<file path="src/rtl/difftest_uart_port_if.sv">
// Signal bundle between the console MMIO logic / difftest endpoint (master)
// and the UART port (slave).
interface difftest_uart_port_if #(
    parameter int DEPTH = 8
);
    localparam int CW = $clog2(DEPTH) + 1;

    logic          tx_valid;
    logic          tx_ready;
    logic [7:0]    tx_data;
    logic [CW-1:0] tx_count;

    logic          rx_req;
    logic          rx_req_ready;
    logic          rx_resp_valid;
    logic [7:0]    rx_resp_data;
    logic          rx_resp_empty;

    logic          uart_out_valid;
    logic [7:0]    uart_out_ch;
    logic          uart_in_valid;
    logic [7:0]    uart_in_ch;

    modport master (
        output tx_valid, tx_data, rx_req, uart_in_ch,
        input  tx_ready, tx_count, rx_req_ready, rx_resp_valid, rx_resp_data,
               rx_resp_empty, uart_out_valid, uart_out_ch, uart_in_valid
    );

    modport slave (
        input  tx_valid, tx_data, rx_req, uart_in_ch,
        output tx_ready, tx_count, rx_req_ready, rx_resp_valid, rx_resp_data,
               rx_resp_empty, uart_out_valid, uart_out_ch, uart_in_valid
    );
endinterface

</file>
<file path="src/rtl/difftest_uart_port.sv">
// Difftest console UART port: paced TX FIFO towards uart_out, and a
// request/poll/response RX path on uart_in. TX and RX are independent.
module difftest_uart_port #(
    parameter int DEPTH = 8,
    parameter int GAP   = 0
) (
    input logic                 clock,
    input logic                 reset,
    difftest_uart_port_if.slave bus
);
    localparam int AW = $clog2(DEPTH);
    localparam int CW = AW + 1;
    localparam int GW = (GAP > 1) ? $clog2(GAP) : 1;

    typedef enum logic [1:0] {TX_IDLE, TX_SEND, TX_WAIT} tx_state_t;
    typedef enum logic [1:0] {RX_IDLE, RX_REQ, RX_RESP} rx_state_t;

    logic [7:0]    mem [DEPTH];
    logic [AW-1:0] wptr_reg;
    logic [AW-1:0] rptr_reg;
    logic [CW-1:0] count_reg;
    logic [CW-1:0] count_next;
    logic          active_reg;
    logic          tx_ready;
    logic          push;
    logic          pop;

    tx_state_t     tx_state_reg;
    tx_state_t     tx_state_next;
    logic [GW-1:0] gap_reg;
    logic [GW-1:0] gap_next;
    logic          out_valid_reg;
    logic          out_valid_next;
    logic [7:0]    out_ch_reg;

    rx_state_t     rx_state_reg;
    rx_state_t     rx_state_next;
    logic          rx_req_ready;
    logic          in_valid_reg;
    logic          in_valid_next;
    logic          resp_valid_reg;
    logic          resp_valid_next;
    logic [7:0]    resp_data_reg;
    logic [7:0]    resp_data_next;

    // active_reg holds both ready outputs low through reset and its release cycle
    assign tx_ready = active_reg && (count_reg < CW'(DEPTH));
    assign push     = bus.tx_valid && tx_ready;

    // ---------------- TX next state ----------------
    // A WAIT that has counted down pops directly, so pulses are GAP+1 apart.
    always_comb begin
        tx_state_next = tx_state_reg;
        gap_next      = gap_reg;
        pop           = 1'b0;
        unique case (tx_state_reg)
            TX_IDLE: begin
                if (count_reg != '0) begin
                    pop           = 1'b1;
                    tx_state_next = TX_SEND;
                end
            end
            TX_SEND: begin
                if (GAP == 0) begin
                    if (count_reg != '0) begin
                        pop           = 1'b1;
                        tx_state_next = TX_SEND;
                    end else begin
                        tx_state_next = TX_IDLE;
                    end
                end else begin
                    gap_next      = GW'(GAP - 1);
                    tx_state_next = TX_WAIT;
                end
            end
            TX_WAIT: begin
                if (gap_reg != '0) begin
                    gap_next = gap_reg - GW'(1);
                end else if (count_reg != '0) begin
                    pop           = 1'b1;
                    tx_state_next = TX_SEND;
                end else begin
                    tx_state_next = TX_IDLE;
                end
            end
            default: tx_state_next = TX_IDLE;
        endcase
    end

    // ---------------- TX outputs / occupancy ----------------
    always_comb begin
        out_valid_next = pop;
        count_next     = count_reg;
        unique case ({push, pop})
            2'b10:   count_next = count_reg + CW'(1);
            2'b01:   count_next = count_reg - CW'(1);
            default: count_next = count_reg;
        endcase
    end

    always_ff @(posedge clock) begin
        if (push) begin
            mem[wptr_reg] <= bus.tx_data;
        end
    end

    always_ff @(posedge clock) begin
        if (!reset) begin
            active_reg    <= 1'b0;
            wptr_reg      <= '0;
            rptr_reg      <= '0;
            count_reg     <= '0;
            tx_state_reg  <= TX_IDLE;
            gap_reg       <= '0;
            out_valid_reg <= 1'b0;
            out_ch_reg    <= '0;
        end else begin
            active_reg    <= 1'b1;
            count_reg     <= count_next;
            tx_state_reg  <= tx_state_next;
            gap_reg       <= gap_next;
            out_valid_reg <= out_valid_next;
            if (push) begin
                wptr_reg <= wptr_reg + AW'(1);
            end
            if (pop) begin
                rptr_reg   <= rptr_reg + AW'(1);
                out_ch_reg <= mem[rptr_reg];
            end
        end
    end

    // ---------------- RX FSM ----------------
    assign rx_req_ready = active_reg && (rx_state_reg == RX_IDLE);

    always_comb begin
        rx_state_next = rx_state_reg;
        unique case (rx_state_reg)
            RX_IDLE: if (bus.rx_req && rx_req_ready) rx_state_next = RX_REQ;
            RX_REQ:  rx_state_next = RX_RESP;
            RX_RESP: rx_state_next = RX_IDLE;
            default: rx_state_next = RX_IDLE;
        endcase
    end

    always_comb begin
        in_valid_next   = (rx_state_next == RX_REQ);
        resp_valid_next = (rx_state_next == RX_RESP);
        resp_data_next  = resp_data_reg;
        if (rx_state_reg == RX_REQ) begin
            resp_data_next = bus.uart_in_ch;
        end
    end

    always_ff @(posedge clock) begin
        if (!reset) begin
            rx_state_reg   <= RX_IDLE;
            in_valid_reg   <= 1'b0;
            resp_valid_reg <= 1'b0;
            resp_data_reg  <= '0;
        end else begin
            rx_state_reg   <= rx_state_next;
            in_valid_reg   <= in_valid_next;
            resp_valid_reg <= resp_valid_next;
            resp_data_reg  <= resp_data_next;
        end
    end

    assign bus.tx_ready       = tx_ready;
    assign bus.tx_count       = count_reg;
    assign bus.rx_req_ready   = rx_req_ready;
    assign bus.rx_resp_valid  = resp_valid_reg;
    assign bus.rx_resp_data   = resp_data_reg;
    assign bus.rx_resp_empty  = (resp_data_reg == 8'hff);
    assign bus.uart_out_valid = out_valid_reg;
    assign bus.uart_out_ch    = out_ch_reg;
    assign bus.uart_in_valid  = in_valid_reg;
endmodule

</file>
<file path="src/flat_wrapper.sv">
// flat-port wrapper written by rule: the top's interface ports become plain ports
module difftest_uart_port_flat 
#(
    parameter int DEPTH = 8,
    parameter int GAP   = 0
)
  (clock, reset, bus_tx_valid, bus_tx_data, bus_rx_req, bus_uart_in_ch, bus_tx_ready, bus_tx_count, bus_rx_req_ready, bus_rx_resp_valid, bus_rx_resp_data, bus_rx_resp_empty, bus_uart_out_valid, bus_uart_out_ch, bus_uart_in_valid);
  difftest_uart_port_if #(.DEPTH(DEPTH)) bus_i ();
  input logic clock;
  input logic reset;
  input wire logic [$bits(bus_i.tx_valid)-1:0] bus_tx_valid;
  input wire logic [$bits(bus_i.tx_data)-1:0] bus_tx_data;
  input wire logic [$bits(bus_i.rx_req)-1:0] bus_rx_req;
  input wire logic [$bits(bus_i.uart_in_ch)-1:0] bus_uart_in_ch;
  output wire logic [$bits(bus_i.tx_ready)-1:0] bus_tx_ready;
  output wire logic [$bits(bus_i.tx_count)-1:0] bus_tx_count;
  output wire logic [$bits(bus_i.rx_req_ready)-1:0] bus_rx_req_ready;
  output wire logic [$bits(bus_i.rx_resp_valid)-1:0] bus_rx_resp_valid;
  output wire logic [$bits(bus_i.rx_resp_data)-1:0] bus_rx_resp_data;
  output wire logic [$bits(bus_i.rx_resp_empty)-1:0] bus_rx_resp_empty;
  output wire logic [$bits(bus_i.uart_out_valid)-1:0] bus_uart_out_valid;
  output wire logic [$bits(bus_i.uart_out_ch)-1:0] bus_uart_out_ch;
  output wire logic [$bits(bus_i.uart_in_valid)-1:0] bus_uart_in_valid;
  assign bus_i.tx_valid = bus_tx_valid;
  assign bus_i.tx_data = bus_tx_data;
  assign bus_i.rx_req = bus_rx_req;
  assign bus_i.uart_in_ch = bus_uart_in_ch;
  assign bus_tx_ready = bus_i.tx_ready;
  assign bus_tx_count = bus_i.tx_count;
  assign bus_rx_req_ready = bus_i.rx_req_ready;
  assign bus_rx_resp_valid = bus_i.rx_resp_valid;
  assign bus_rx_resp_data = bus_i.rx_resp_data;
  assign bus_rx_resp_empty = bus_i.rx_resp_empty;
  assign bus_uart_out_valid = bus_i.uart_out_valid;
  assign bus_uart_out_ch = bus_i.uart_out_ch;
  assign bus_uart_in_valid = bus_i.uart_in_valid;
  difftest_uart_port #(.DEPTH(DEPTH), .GAP(GAP)) u_core (.clock(clock), .reset(reset), .bus(bus_i));
endmodule
</file>
<file path="config.mk">
export PLATFORM = sky130hd
export DESIGN_NAME = difftest_uart_port_flat
export DESIGN_NICKNAME = d
export VERILOG_FILES = /design/src/rtl/difftest_uart_port_if.sv /design/src/rtl/difftest_uart_port.sv /design/src/flat_wrapper.sv
export SDC_FILE = /design/constraint.sdc
export NUM_CORES = 1
export LEC_CHECK = 0
export CAP_MARGIN = 10
export CORE_MARGIN = 1.5
export CORE_UTILIZATION = 50
export CTS_CLUSTER_DIAMETER = 120
export DETAILED_ROUTE_END_ITERATION = 16
export GPL_ROUTABILITY_DRIVEN = 1
export PLACE_DENSITY = 0.72
export SYNTH_ARGS = -nofsm -noshare
export SYNTH_HDL_FRONTEND = slang
export SYNTH_SLANG_ARGS = --single-unit
</file>
<file path="constraint.sdc">
create_clock -name clock -period 2.1 [get_ports clock]
set_input_delay 0.42 -clock clock [delete_from_list [all_inputs] [get_ports clock]]
set_output_delay 0.42 -clock clock [all_outputs]
set_load 0.005 [all_outputs]
</file>
==> qor.csv, run 1 <==
metric,value,unit
status,completed,
worst hold path type,reg -> reg,
clk buf depth,2,
initial antenna violation count,0,
"commonest cells after routing, fill and taps aside","edfxtp_1, clkdlybuf4s50_1, nand2_1, dfxtp_1, buf_4",
total track usage,19.0,%
CTS sink count,95,
Placer Congestion,0.826,
htree depth,3,
Setup WS post-layout,0.105,ns
Worst IR Drop VDD,0.622,mV
1st-iter DRT viols,171,
Biggest register,u_core.mem,
"Min Clock Period, post-route",2.00,ns
arrival time at the worst endpoint,2.29,ns
"Hold-fix buffers, CTS",0,
"most common cell after layout, fill and taps aside",edfxtp_1,
DRT antenna net count,0,
r2r startpoint,u_core.bus.tx_count[2]$_SDFFE_PN0P_,
Root Buffer,clkbuf_8,
starting utilization of the core area,52.0,%
static leakage,1.59,nW
"Clk Latency, worst-skew pair",0.36,ns
IO Port Bufs,45,
max_cap viols,0,
Filler cells,588,
non-filler cells in the finished layout,437,
Critical Path Source Type,register,
Synth Instances,265,
Post-synth ARST share,0,%
post-synth cell types,44,
Max Clock Skew,0.0127,ns
Post-synth EDFFs,64,
share of the synthesized area in the top cell type,50.7,%
"Seq/Total Area, Yosys",67.0,%
Final Max Tran Viols,0,
GRT Residual Overflow,0,
first-pass GRT wire length,11700,microns
Cells after DPL,421,
# nets final,358,
num rows,31,
post-synth net total,290,
reg2reg end,u_core.bus.tx_count[2]$_SDFFE_PN0P_,
final setup violation count,0,
Final Routed Wirelength,7180,microns
PnR Total Power,4.96,mW
via count,2323,
hold path start,u_core.bus.uart_out_ch[3]$_SDFFE_PN0N_,
pwr dens,1060,nW/um^2
main flop type after synthesis,edfxtp_1,
Tcrit/Tclk final,95.0,%
Die Width,90.1,microns
YS warnings,0,
R2R depth,9,
# IOs,46,
Core Area,7290,sq um
Synth area leader,edfxtp_1,
#FFs+latches synth,95,
vias in the first global route,2345,
Hold Path Depth,2,
Max transition margin,59.2,%
Ant. Diodes,0,
TNS Setup,0,ns
layout cell share with drive strength beyond 1,19.8,%
TritonCTS buffer count,9,
worst slew pin tran,0.611,ns
Fmax,0.501,GHz
mapped cell area,3790,sq um
Area contributors post-synth,"edfxtp_1, dfxtp_1, mux4_2",
"setup slack, reg-to-reg",0.10,ns
die footprint,8120,sq um
Mean Syn Cell Area,14.3,sq um
vias per std cell,5.32,
Final Hold Viols,0,
largest net degree at the start of global routing,35,
Critical Path Fanout Max,5,
CTS tree,built,
Area growth syn-to-layout,23.6,%
Die Y,90.1,microns
Largest register FFs,64,
Worst-path clk slew,0.09,ns
Crit path required time,2.40,ns
pre-CTS setup slack,-0.313,ns
Crit. End Element,register,
critical path class,reg -> reg,
drt drc,0,
drt pass-1 iters,4,
Hold Path End,u_core.bus.uart_out_ch[3]$_SDFFE_PN0N_,
wire per inst,16.4,microns
DPL Wire Length,4700,microns
==> worst max-delay path by stage <==
stage                                          endpoint                           startpoint  slack [ns]  cells past startpoint
finish              u_core.bus.tx_count[2]$_SDFFE_PN0P_  u_core.bus.tx_count[2]$_SDFFE_PN0P_        0.10                      9
global route        u_core.bus.tx_count[2]$_SDFFE_PN0P_  u_core.bus.tx_count[2]$_SDFFE_PN0P_       -0.01                      9
CTS                 u_core.bus.tx_count[2]$_SDFFE_PN0P_  u_core.bus.tx_count[2]$_SDFFE_PN0P_        0.06                      9
detailed placement  u_core.bus.tx_count[2]$_SDFFE_PN0P_                         bus_tx_valid       -0.31                     10
global placement    u_core.bus.tx_count[2]$_SDFFE_PN0P_                         bus_tx_valid       -0.26                     10
floorplan           u_core.bus.tx_count[2]$_SDFFE_PN0P_  u_core.bus.tx_count[2]$_SDFFE_PN0P_        0.01                      9
==> timing repair <==
item,4_1_cts,5_1_grt
setup endpoints to repair,0,1
setup buffers,0,0
resized for setup,0,6
==> per-stage QoR <==
stage | instance area, sq um | hold slack, ns | utilization [%]
6_report | 4690 | 0.456 | 64.3
5_1_grt | 4690 | 0.488 | 64.3
4_1_cts | 4680 | 0.460 | 64.1
3_5_place_dp | 4470 | 0.438 | 61.3
3_3_place_gp | 4470 | 0.432 | 61.3
2_1_floorplan | 3790 | 0.444 | -
==> cell usage after synthesis, types with 4 or more instances <==
cell type   n
edfxtp_1   64
nand2_1    35
dfxtp_1    31
nor2b_1    17
a21boi_0   11
nor2_1     11
mux2_2      8
mux4_2      8
nand2b_1    7
and2_1      5
ha_1        5
a2111oi_0   4
a211oi_1    4
clkbuf_1    4
o22ai_1     4
o31ai_1     4
o41ai_1     4
xnor2_1     4
==> report_power, final <==
group          leakage (nW)  switching, mW  internal (mW)  total, mW
Clock                0.0977          0.653          0.562       1.22
Combinational         0.661          0.663          0.817       1.48
Sequential            0.832          0.109           2.16       2.26
==> kinds of logic (layout without fill, tap and decap cells) <==
logic type / count (synthesis) / count (layout) / synth area share, %
compound gates: 37 / 37 / 7.26
simple gates: 90 / 90 / 12.6
fa+ha+maj: 5 / 5 / 1.65
buf+inv: 14 / 87 / 2.41
flops: 95 / 95 / 67.0
mux: 18 / 18 / 7.65
xor+xnor: 6 / 6 / 1.39
==> routing by layer <==
metal	part of all wire (%)	wire, microns	global-route usage, %
met5	0	0	0
met4	2.4	170	9.39
met3	3.8	276	3.38
met2	47	3370	29.7
met1	47	3360	25.6
==> worst max-delay path, cell delays in order, from the launching register on <==
cell	delay, ns
dfxtp_1	0.35
nor4_4	0.30
inv_2	0.11
ha_2	0.19
xor2_1	0.14
ha_1	0.19
a21oi_2	0.12
xor2_1	0.09
or3_1	0.33
a21boi_2	0.13
==> layout make-up <==
| class | instances | area [sq um] | area share [%] |
|---|---|---|---|
| clock inverter | 7 | 78.8 | 1.68 |
| multi-input combinational | 156 | 1170 | 25.0 |
| tap | 99 | 124 | 2.64 |
| inverter | 3 | 11.3 | 0.240 |
| sequential | 95 | 2540 | 54.3 |
| timing repair buffer | 68 | 636 | 13.6 |
| clock buffer | 9 | 124 | 2.64 |
(Power assumes the default switching activity.)
==> inputs of run 2 (changes only) <==
CTS_CLUSTER_SIZE = 14   (was unset)
==> results of run 2 <==
Same layout as run 1: the final DEF is identical, and so are final timing and power.
==> variant (flow settings as in run 1) <==
`DEPTH` is set to 8 in 3 places; all go to 4.
--- a/src/rtl/difftest_uart_port_if.sv
+++ b/src/rtl/difftest_uart_port_if.sv
@@ -3,3 +3,3 @@
 interface difftest_uart_port_if #(
-    parameter int DEPTH = 8
+    parameter int DEPTH = 4
 );
--- a/src/rtl/difftest_uart_port.sv
+++ b/src/rtl/difftest_uart_port.sv
@@ -3,3 +3,3 @@
 module difftest_uart_port #(
-    parameter int DEPTH = 8,
+    parameter int DEPTH = 4,
     parameter int GAP   = 0
--- a/src/flat_wrapper.sv
+++ b/src/flat_wrapper.sv
@@ -3,3 +3,3 @@
 #(
-    parameter int DEPTH = 8,
+    parameter int DEPTH = 4,
     parameter int GAP   = 0
Interface: changed (resized bus_tx_count); port bits go from 46 to 45. The function was not compared with the original's and may differ.
==> variant against run 1 <==
Worst setup slack lost 0.026 ns; synthesized area shrank 40%; sequential power shrank 34%; wire length shrank 43%; sequential cell count shrank 35; total power shrank 30%; final area shrank 35%.
==> variant: results (changes against run 1) <==
| Metric | Value |
|---|---|
| Status | finished, final reports clean (unchanged) |
| R2R cell count | 8 (was 9) |
| Leak Pwr | 1.08 nW (was 1.59 nW) |
| NonClk Buf Share | 0.169 (was 0.136) |
| Routed Wire Length | 4120 µm (was 7180 µm) |
| Share of the yosys chip area belonging to registers | 0.671 (was 0.670) |
| Place WS | -0.304 ns (was -0.313 ns) |
| Sequential cell area share | 0.500 (was 0.543) |
| IO Port Bufs | 44 (was 45) |
| First-pass GRT wire length | 6600 µm (was 11700 µm) |
| Clock network latency to the later pin of the worst-skew pair | 0.33 ns (was 0.36 ns) |
| Multi-input logic area | 684 µm² (was 1170 µm²) |
| CTS Sinks | 60 (was 95) |
| Iteration-0 DRC Markers | 92 (was 171) |
| Final Wtd Congestion | 0.817 (was 0.826) |
| CP max FO | 2 (was 5) |
| Number of multi-input logic gates | 89 (was 156) |
| Layout Cells excl Fill | 278 (was 437) |
| Clk tree area frac | 0.0757 (was 0.0432) |
| Register clock-pin slew on the reported worst setup and hold paths | 0.07 ns (was 0.09 ns) |
| VDD IR max | 0.689 mV (was 0.622 mV) |
| Total Die Area | 4950 µm² (was 8120 µm²) |
| Share of layout cells above drive strength 1 | 0.159 (was 0.198) |
| Most frequent cells after synthesis | edfxtp_1, dfxtp_1, nand2_1 (was edfxtp_1, nand2_1, dfxtp_1) |
| Nonclk buf count | 54 (was 68) |
| Placed instance area | 2800 µm² (was 4470 µm²) |
| Max reg flops | 32 (was 64) |
| Syn avg cell area | 13.7 µm² (was 14.3 µm²) |
| Final nets | 247 (was 358) |
| Vias in the first global route | 1465 (was 2345) |
| Largest net degree at the start of global routing | 17 (was 35) |
==> variant: cell types whose count changed after synthesis, sizes merged, moves of 8 or more <==
| cell | change |
|---|---|
| edfxtp | -32 |
| nor2b | -15 |
| a21boi | -12 |
| nand2 | -12 |
| a21oi | +8 |
| mux2 | -8 |
| o2bb2ai | +8 |
==> variant: logic make-up (layout without fill, tap and decap cells) <==
group           Yosys count  count (layout)  synth area share
xor+xnor                  4               4            0.0155
compound gates           20              20            0.0585
fa+ha+maj                 6               6            0.0364
mux                       9               9            0.0839
flops                    60              60             0.671
simple gates             50              50             0.104
buf+inv                  16              77            0.0309
==> variant: path summary, 6_finish.rpt <==
path	endpoint	slack, ns	startpoint
worst min register to register	u_core.bus.uart_out_ch[2]	0.47	u_core.bus.uart_out_ch[2]
worst min-delay path	u_core.bus.uart_out_ch[2]	0.47	u_core.bus.uart_out_ch[2]
worst max-delay path	u_core.bus.tx_count[2]	0.08	bus_tx_valid
worst max register to register	u_core.bus.tx_count[2]	0.11	u_core.bus.tx_count[2]
==> variant: worst max-delay path, cell delays in order <==
cell             delay [ns]
clkdlybuf4s50_1        0.40
and3b_1                0.20
inv_1                  0.06
ha_1                   0.15
inv_1                  0.05
fa_1                   0.37
xor2_1                 0.16
or3_1                  0.33
a21oi_2                0.13
==> variant: report_power, final <==
part           switching (mW)  internal [mW]
sequential              0.108           1.39
clock                   0.443          0.686
combinational           0.345          0.501
total                   0.897           2.57
==> variant: per-layer routing <==
layer,wire length [µm],vias to the layer above,GRT usage
met5,0,-,0
met4,95,0,0.105
met3,193,12,0.0447
met2,2120,46,0.298
met1,1710,686,0.207
li1,-,699,-
==> variant: what timing repair did <==
item	4_1_cts	5_1_grt
setup endpoints to repair	0	2
hold endpoints to repair	0	0
buffers inserted	0	0
resized for setup	0	2
